==> config.mk <==
export PLATFORM = sky130hd
export DESIGN_NAME = fe_capture_sequencer_flat
export DESIGN_NICKNAME = d
export VERILOG_FILES = /design/src/rtl/fe_capture_sequencer_if.sv /design/src/rtl/fe_capture_sequencer.sv /design/src/flat_wrapper.sv
export SDC_FILE = /design/constraint.sdc
export NUM_CORES = 1
export LEC_CHECK = 0
export ABC_AREA = 1
export CAP_MARGIN = 5
export CORE_AREA = 5 5 136 106
export CTS_CLUSTER_DIAMETER = 200
export DETAILED_ROUTE_END_ITERATION = 12
export DIE_AREA = 0 0 141 111
export DONT_BUFFER_PORTS = 1
export GPL_ROUTABILITY_DRIVEN = 0
export GPL_TIMING_DRIVEN = 0
export PLACE_DENSITY = 0.79
export SLEW_MARGIN = 20
export SYNTH_ARGS = -nofsm -noshare
export SYNTH_HDL_FRONTEND = slang
export SYNTH_SLANG_ARGS = --single-unit
==> constraint.sdc <==
create_clock -name fe_clk -period 2.6 [get_ports fe_clk]
set_input_delay 0.39 -clock fe_clk [delete_from_list [all_inputs] [get_ports fe_clk]]
set_output_delay 0.39 -clock fe_clk [all_outputs]
set_load 0.005 [all_outputs]
==> src/rtl/fe_capture_sequencer_if.sv <==
`default_nettype none
// ============================================================================
// Module   : fe_capture_sequencer_if
// Purpose  : Control/status bundle between the capture sequencer and its
//            surroundings (arm/trigger, FIFO status, config, status outputs).
// Revision : 1.0 - initial release
// ============================================================================
interface fe_capture_sequencer_if #(
  parameter int pDELAY_WIDTH       = 16,
  parameter int pCAPTURE_LEN_WIDTH = 24,
  parameter int pSEG_WIDTH         = 8
);
  logic                          I_arm;
  logic                          I_trig;
  logic                          I_fifo_empty;
  logic                          I_fifo_full;
  logic [pDELAY_WIDTH-1:0]       I_trig_delay;
  logic [pCAPTURE_LEN_WIDTH-1:0] I_capture_cycles;
  logic [pSEG_WIDTH-1:0]         I_num_segments;
  logic [31:0]                   I_trig_timeout;
  logic                          O_capture_enable;
  logic                          O_flush_req;
  logic                          O_busy;
  logic                          O_done;
  logic                          O_overflow;
  logic                          O_timeout;
  logic [pSEG_WIDTH-1:0]         O_seg_count;
  logic [2:0]                    O_state;

  modport master (
    output I_arm, I_trig, I_fifo_empty, I_fifo_full,
    output I_trig_delay, I_capture_cycles, I_num_segments, I_trig_timeout,
    input  O_capture_enable, O_flush_req, O_busy, O_done,
    input  O_overflow, O_timeout, O_seg_count, O_state
  );

  modport slave (
    input  I_arm, I_trig, I_fifo_empty, I_fifo_full,
    input  I_trig_delay, I_capture_cycles, I_num_segments, I_trig_timeout,
    output O_capture_enable, O_flush_req, O_busy, O_done,
    output O_overflow, O_timeout, O_seg_count, O_state
  );
endinterface
`default_nettype wire

==> src/rtl/fe_capture_sequencer.sv <==
`default_nettype none
// ============================================================================
// Module   : fe_capture_sequencer
// Purpose  : Arm -> flush -> trigger wait -> delay -> capture window sequencer,
//            repeated for N segments. FE_SEQ_TRIG_TIMEOUT_EN adds a trigger
//            wait timeout.
// Revision : 1.0 - initial release
// ============================================================================
module fe_capture_sequencer #(
  parameter int pDELAY_WIDTH       = 16,
  parameter int pCAPTURE_LEN_WIDTH = 24,
  parameter int pSEG_WIDTH         = 8
) (
  input wire                    fe_clk,
  input wire                    reset_i,
  fe_capture_sequencer_if.slave bus
);
  typedef enum logic [2:0] {
    S_IDLE      = 3'd0,
    S_FLUSH     = 3'd1,
    S_WAIT_TRIG = 3'd2,
    S_DELAY     = 3'd3,
    S_CAPTURE   = 3'd4,
    S_DONE      = 3'd5
  } state_e;

  localparam logic [pDELAY_WIDTH-1:0]       c_DLY_ONE = pDELAY_WIDTH'(1);
  localparam logic [pCAPTURE_LEN_WIDTH-1:0] c_WIN_ONE = pCAPTURE_LEN_WIDTH'(1);
  localparam logic [pSEG_WIDTH-1:0]         c_SEG_ONE = pSEG_WIDTH'(1);

  state_e                        state_q, state_d;
  logic                          arm_q, trig_q;
  logic [pDELAY_WIDTH-1:0]       delay_cfg_q, delay_cfg_d, dly_cnt_q, dly_cnt_d;
  logic [pCAPTURE_LEN_WIDTH-1:0] cycles_cfg_q, cycles_cfg_d, win_cnt_q, win_cnt_d;
  logic [pSEG_WIDTH-1:0]         segs_cfg_q, segs_cfg_d, seg_cnt_q, seg_cnt_d;
  logic                          overflow_q, overflow_d;
  logic                          cap_en_q, flush_q, busy_q, done_q;
  logic                          w_trig_edge, w_win_last;
  logic [pSEG_WIDTH-1:0]         w_seg_next;
`ifdef FE_SEQ_TRIG_TIMEOUT_EN
  localparam logic [31:0] c_TO_ONE = 32'd1;
  logic [31:0] timeout_cfg_q, timeout_cfg_d, wait_cnt_q, wait_cnt_d;
  logic        timeout_q, timeout_d;
`endif

  assign w_trig_edge = bus.I_trig & ~trig_q;
  assign w_seg_next  = (seg_cnt_q == '1) ? seg_cnt_q : seg_cnt_q + c_SEG_ONE;
  assign w_win_last  = (cycles_cfg_q != '0) && (win_cnt_q == cycles_cfg_q - c_WIN_ONE);

  always_comb begin
    state_d      = state_q;
    delay_cfg_d  = delay_cfg_q;
    cycles_cfg_d = cycles_cfg_q;
    segs_cfg_d   = segs_cfg_q;
    dly_cnt_d    = dly_cnt_q;
    win_cnt_d    = win_cnt_q;
    seg_cnt_d    = seg_cnt_q;
    overflow_d   = overflow_q;
`ifdef FE_SEQ_TRIG_TIMEOUT_EN
    timeout_cfg_d = timeout_cfg_q;
    wait_cnt_d    = wait_cnt_q;
    timeout_d     = timeout_q;
`endif
    // Dropping arm aborts from any active state; flags and segment count hold.
    if (state_q != S_IDLE && !bus.I_arm) begin
      state_d = S_IDLE;
    end else begin
      case (state_q)
        S_IDLE: begin
          if (bus.I_arm && !arm_q) begin
            state_d      = S_FLUSH;
            delay_cfg_d  = bus.I_trig_delay;
            cycles_cfg_d = bus.I_capture_cycles;
            segs_cfg_d   = (bus.I_num_segments == '0) ? c_SEG_ONE : bus.I_num_segments;
            seg_cnt_d    = '0;
            overflow_d   = 1'b0;
`ifdef FE_SEQ_TRIG_TIMEOUT_EN
            timeout_cfg_d = bus.I_trig_timeout;
            timeout_d     = 1'b0;
`endif
          end
        end
        S_FLUSH: begin
          if (bus.I_fifo_empty) state_d = S_WAIT_TRIG;
        end
        S_WAIT_TRIG: begin
          if (w_trig_edge) begin
            state_d = (delay_cfg_q != '0) ? S_DELAY : S_CAPTURE;
          end
`ifdef FE_SEQ_TRIG_TIMEOUT_EN
          else if (timeout_cfg_q != '0 && wait_cnt_q == timeout_cfg_q - c_TO_ONE) begin
            state_d   = S_DONE;
            timeout_d = 1'b1;
          end else if (wait_cnt_q != '1) begin
            wait_cnt_d = wait_cnt_q + c_TO_ONE;
          end
`endif
        end
        S_DELAY: begin
          if (dly_cnt_q == delay_cfg_q - c_DLY_ONE) state_d = S_CAPTURE;
          else if (dly_cnt_q != '1) dly_cnt_d = dly_cnt_q + c_DLY_ONE;
        end
        S_CAPTURE: begin
          if (win_cnt_q != '1) win_cnt_d = win_cnt_q + c_WIN_ONE;
          // FIFO full takes priority over a window that ends on count.
          if (bus.I_fifo_full) begin
            overflow_d = 1'b1;
            seg_cnt_d  = w_seg_next;
            state_d    = S_DONE;
          end else if (w_win_last) begin
            seg_cnt_d = w_seg_next;
            state_d   = (w_seg_next == segs_cfg_q) ? S_DONE : S_WAIT_TRIG;
          end
        end
        S_DONE:  state_d = S_DONE;
        default: state_d = S_IDLE;
      endcase
    end
    if (state_d != S_DELAY)   dly_cnt_d = '0;
    if (state_d != S_CAPTURE) win_cnt_d = '0;
`ifdef FE_SEQ_TRIG_TIMEOUT_EN
    if (state_d != S_WAIT_TRIG) wait_cnt_d = '0;
`endif
  end

  always_ff @(posedge fe_clk) begin
    if (reset_i) begin
      state_q      <= S_IDLE;
      arm_q        <= 1'b0;
      trig_q       <= 1'b0;
      delay_cfg_q  <= '0;
      cycles_cfg_q <= '0;
      segs_cfg_q   <= '0;
      dly_cnt_q    <= '0;
      win_cnt_q    <= '0;
      seg_cnt_q    <= '0;
      overflow_q   <= 1'b0;
      cap_en_q     <= 1'b0;
      flush_q      <= 1'b0;
      busy_q       <= 1'b0;
      done_q       <= 1'b0;
`ifdef FE_SEQ_TRIG_TIMEOUT_EN
      timeout_cfg_q <= '0;
      wait_cnt_q    <= '0;
      timeout_q     <= 1'b0;
`endif
    end else begin
      state_q      <= state_d;
      arm_q        <= bus.I_arm;
      trig_q       <= bus.I_trig;
      delay_cfg_q  <= delay_cfg_d;
      cycles_cfg_q <= cycles_cfg_d;
      segs_cfg_q   <= segs_cfg_d;
      dly_cnt_q    <= dly_cnt_d;
      win_cnt_q    <= win_cnt_d;
      seg_cnt_q    <= seg_cnt_d;
      overflow_q   <= overflow_d;
      cap_en_q     <= (state_d == S_CAPTURE);
      flush_q      <= (state_d == S_FLUSH);
      busy_q       <= (state_d != S_IDLE) && (state_d != S_DONE);
      done_q       <= (state_d == S_DONE);
`ifdef FE_SEQ_TRIG_TIMEOUT_EN
      timeout_cfg_q <= timeout_cfg_d;
      wait_cnt_q    <= wait_cnt_d;
      timeout_q     <= timeout_d;
`endif
    end
  end

  assign bus.O_capture_enable = cap_en_q;
  assign bus.O_flush_req      = flush_q;
  assign bus.O_busy           = busy_q;
  assign bus.O_done           = done_q;
  assign bus.O_overflow       = overflow_q;
  assign bus.O_seg_count      = seg_cnt_q;
  assign bus.O_state          = state_q;
`ifdef FE_SEQ_TRIG_TIMEOUT_EN
  assign bus.O_timeout = timeout_q;
`else
  logic unused_trig_timeout;
  assign unused_trig_timeout = ^bus.I_trig_timeout;
  assign bus.O_timeout       = 1'b0;
`endif
endmodule
`default_nettype wire
==> src/flat_wrapper.sv <==
// flat-port wrapper written by rule: the top's interface ports become plain ports
module fe_capture_sequencer_flat 
#(
  parameter int pDELAY_WIDTH       = 16,
  parameter int pCAPTURE_LEN_WIDTH = 24,
  parameter int pSEG_WIDTH         = 8
)
  (fe_clk, reset_i, bus_I_arm, bus_I_trig, bus_I_fifo_empty, bus_I_fifo_full, bus_I_trig_delay, bus_I_capture_cycles, bus_I_num_segments, bus_I_trig_timeout, bus_O_capture_enable, bus_O_flush_req, bus_O_busy, bus_O_done, bus_O_overflow, bus_O_timeout, bus_O_seg_count, bus_O_state);
  fe_capture_sequencer_if #(.pDELAY_WIDTH(pDELAY_WIDTH), .pCAPTURE_LEN_WIDTH(pCAPTURE_LEN_WIDTH), .pSEG_WIDTH(pSEG_WIDTH)) bus_i ();
  input wire fe_clk;
  input wire reset_i;
  input wire logic [$bits(bus_i.I_arm)-1:0] bus_I_arm;
  input wire logic [$bits(bus_i.I_trig)-1:0] bus_I_trig;
  input wire logic [$bits(bus_i.I_fifo_empty)-1:0] bus_I_fifo_empty;
  input wire logic [$bits(bus_i.I_fifo_full)-1:0] bus_I_fifo_full;
  input wire logic [$bits(bus_i.I_trig_delay)-1:0] bus_I_trig_delay;
  input wire logic [$bits(bus_i.I_capture_cycles)-1:0] bus_I_capture_cycles;
  input wire logic [$bits(bus_i.I_num_segments)-1:0] bus_I_num_segments;
  input wire logic [$bits(bus_i.I_trig_timeout)-1:0] bus_I_trig_timeout;
  output wire logic [$bits(bus_i.O_capture_enable)-1:0] bus_O_capture_enable;
  output wire logic [$bits(bus_i.O_flush_req)-1:0] bus_O_flush_req;
  output wire logic [$bits(bus_i.O_busy)-1:0] bus_O_busy;
  output wire logic [$bits(bus_i.O_done)-1:0] bus_O_done;
  output wire logic [$bits(bus_i.O_overflow)-1:0] bus_O_overflow;
  output wire logic [$bits(bus_i.O_timeout)-1:0] bus_O_timeout;
  output wire logic [$bits(bus_i.O_seg_count)-1:0] bus_O_seg_count;
  output wire logic [$bits(bus_i.O_state)-1:0] bus_O_state;
  assign bus_i.I_arm = bus_I_arm;
  assign bus_i.I_trig = bus_I_trig;
  assign bus_i.I_fifo_empty = bus_I_fifo_empty;
  assign bus_i.I_fifo_full = bus_I_fifo_full;
  assign bus_i.I_trig_delay = bus_I_trig_delay;
  assign bus_i.I_capture_cycles = bus_I_capture_cycles;
  assign bus_i.I_num_segments = bus_I_num_segments;
  assign bus_i.I_trig_timeout = bus_I_trig_timeout;
  assign bus_O_capture_enable = bus_i.O_capture_enable;
  assign bus_O_flush_req = bus_i.O_flush_req;
  assign bus_O_busy = bus_i.O_busy;
  assign bus_O_done = bus_i.O_done;
  assign bus_O_overflow = bus_i.O_overflow;
  assign bus_O_timeout = bus_i.O_timeout;
  assign bus_O_seg_count = bus_i.O_seg_count;
  assign bus_O_state = bus_i.O_state;
  fe_capture_sequencer #(.pDELAY_WIDTH(pDELAY_WIDTH), .pCAPTURE_LEN_WIDTH(pCAPTURE_LEN_WIDTH), .pSEG_WIDTH(pSEG_WIDTH)) u_core (.fe_clk(fe_clk), .reset_i(reset_i), .bus(bus_i));
endmodule
==> metrics.cfg <==
[clocking]
clk_path_buf_depth = 2
htree_levels = 3
cts_made_buffers = 9
root_buffer = clkbuf_16
clkSlewWorstSetupHoldPaths_ns = 0.08
cts.sinks = 106
clock_latency_ns = 0.36
cts_tree = done

[critical_path]
worstPathRequired_ns = 2.86
r2r-start = u_core.delay_cfg_q[0]
cp-start-kind = flip-flop
cpMaxStageDelayCell = dfxtp_2
critPathBufInv = 3
cp.arrival_ns = 2.96
crit_path_max_fanout = 6
r2r_slack_ns = -0.10
slowest_delay_ns = 0.34
path_cells = inv_4, ha_4, nand2_2, nor2_4, nand3_2, xor2_2, nand4_1, nor3_4, nand2_2, a21oi_2, nand2_2, inv_2, nand2_4, nand2_8, clkbuf_16, nor2_4
cp_top_family = simple AND/OR/NAND/NOR gates
critPathKind = reg2reg
crit_start = u_core.delay_cfg_q[0]
timing.critical_path.mode_cell = nand2_2
end_kind = flip-flop

[power_and_ir_drop]
peakVddDrop_v = 0.000445
power_uw = 5070
p_per_area_nw_per_um2 = 576
p_leak_uw = 0.00378

[global_route]
grt_first_pass_wirelength_um = 34100
grt.met1_usage = 0.390
grt_max_degree = 19
use_met3 = 0.0742
grt_busiest_layer = met2
grt_overflow = 0
grt.total_usage = 0.268
antenna_found_initial = 0
grt_use_met2 = 0.392
grt_pass1_vias = 6934

[floorplan]
floorplan.initialDensity = 0.580
rows = 36
ios = 103
chipHeight_um = 111
core-area_um2 = 12800
die_x_um = 141
die_area_um2 = 15700

[synth]
synthAdderAreaFrac = 0.0118
yosys-top-cells-area = dfxtp_1, nand2_1, nor2_1, xor2_1, inv_1
yosysTopAreaCell = dfxtp_1
synthArstFlopShare = 0
ys_seq_elements = 106
syn-cell-area_um2 = 7430
syn_nets = 1214
synthXorXnorAreaFrac = 0.107
synth_top_flop_cell = dfxtp_1
netlist_instances = 1121
yosysWarnings = 0
postSynthAreaPerCell_um2 = 6.62
synth_top_area_share = 0.286
seq_area_frac_synth = 0.286
synth_top_family_by_area = simple AND/OR/NAND/NOR gates
synthDistinctLibCells = 48
synth_edf_count = 0
synthMuxAreaShare = 0
yosys.area_share.simple = 0.412
synth_compound_area_frac = 0.0805

[final_layout]
nFillCells = 1075
final_cell_mix = nand2_1, inv_1, nor2_1, dfxtp_1, nand3_1
area_growth_pct = 18.6
utilization = 0.688
nets = 1259
stdcell_area_um2 = 8800
final_common_cell = nand2_1
layout-drive-gt1-share = 0.192

[sta]
final_hold_viol_count = 0
report.final.slew_viol_count = 0
skew_ns = 0.00902
tightestPinTransition_ns = 0.829
hold_ws_ns = 0.163
fin_crit_sh = 1.04
rsz0062_at_grt = true
min_period_ns = 2.70
setup_viol_count_final = 38
timing.fmax_mhz = 370
relSlewSlack = 0.447
fin_ws_ns = -0.100

[route]
wl_per_cell_um = 17.3
vias_per_cell = 5.77
num_vias = 7745
dr.pass1.iters = 6
finalWirelength_um = 23300
drtIter0Drc = 1084
final_antenna_net_count = 0
drc = 0

[place]
place_area_um2 = 7640
pre_cts_slack_ns = -0.341
port_buffers = 0
dp_hpwl_um = 16200

[run]
drv_cap = 0

[worst_hold_path]
min_path_type = in2reg
worstHoldStart = bus_I_capture_cycles[19]

[outcome]
status = complete, but fails checks
violations = negative setup slack

[layer usage]
layer	part of all wire	vias to the layer above
met5	0	-
met1	0.43	3577
met4	0.022	0
li1	-	3650
met3	0.12	60
met2	0.43	458
[synth_stat cells, types with 19 or more instances]
master	count
nor2_1	157
clkbuf_1	19
nand4_1	32
inv_1	144
a21oi_1	44
xnor2_1	19
dfxtp_1	106
nand3_1	77
xor2_1	65
o21ai_0	55
nand2_1	240
nor3_1	29
nor2_4	24
[through the flow]
stage / setup TNS, ns / std cells
floorplan: 0 / 1121
global placement: -12.77 / 1292
detailed placement: -14.90 / 1292
CTS: -0.0198 / 1312
global route: -8.13 / 1342
finish: -2.24 / 1343
[cell families after synthesis]
kind of cell / after synthesis
flip-flops: 106
AO/OA/AOI/OAI: 113
other: 1
buffers and inverters: 184
XOR/XNOR: 87
adder cells (fa/ha/maj): 7
AND/OR/NAND/NOR: 623
[where the power goes]
part / switching [µW] / leakage (µW) / internal [µW]
clock network: 686 / 0.000151 / 787
logic: 1120 / 0.00276 / 609
registers: 139 / 0.000870 / 1730
[worst paths after layout]
check	end	cells after the start
max reg2reg	u_core.win_cnt_q[6]	16
min reg2reg	u_core.segs_cfg_q[5]	2
min	u_core.cycles_cfg_q[19]	2
max	u_core.win_cnt_q[6]	16
[layout make-up]
type	instances	area, µm²	area share
inverters	152	586	0.0665
clock buffers	10	239	0.0271
plain buffers	32	211	0.0240
flip-flops and latches	106	2140	0.243
multi-input cells	832	4990	0.566
repair buffers	33	355	0.0404
clock inverters	6	71.3	0.00810
diodes	1	2.50	0.000284
well taps	171	214	0.0243
[sequential cells by signal, indices dropped and copies added (netlist names)]
signal	flops
u_core.arm_q	1
u_core.bus.O_busy	1
u_core.bus.O_capture_enable	1
u_core.bus.O_done	1
u_core.bus.O_flush_req	1
u_core.bus.O_overflow	1
u_core.bus.O_seg_count	8
u_core.bus.O_state	3
u_core.cycles_cfg_q	24
u_core.delay_cfg_q	16
u_core.dly_cnt_q	16
u_core.segs_cfg_q	8
u_core.trig_q	1
u_core.win_cnt_q	24
[repair_timing]
action,in CTS,in global routing
buffers inserted,3,26
hold buffers,0,0
endpoints found under the hold margin,0,0
gates resized for setup,31,105
endpoints found under the setup margin,54,54
gates cloned,1,4
pin swaps,9,35
Note: power is estimated with default switching activity, not from simulation.
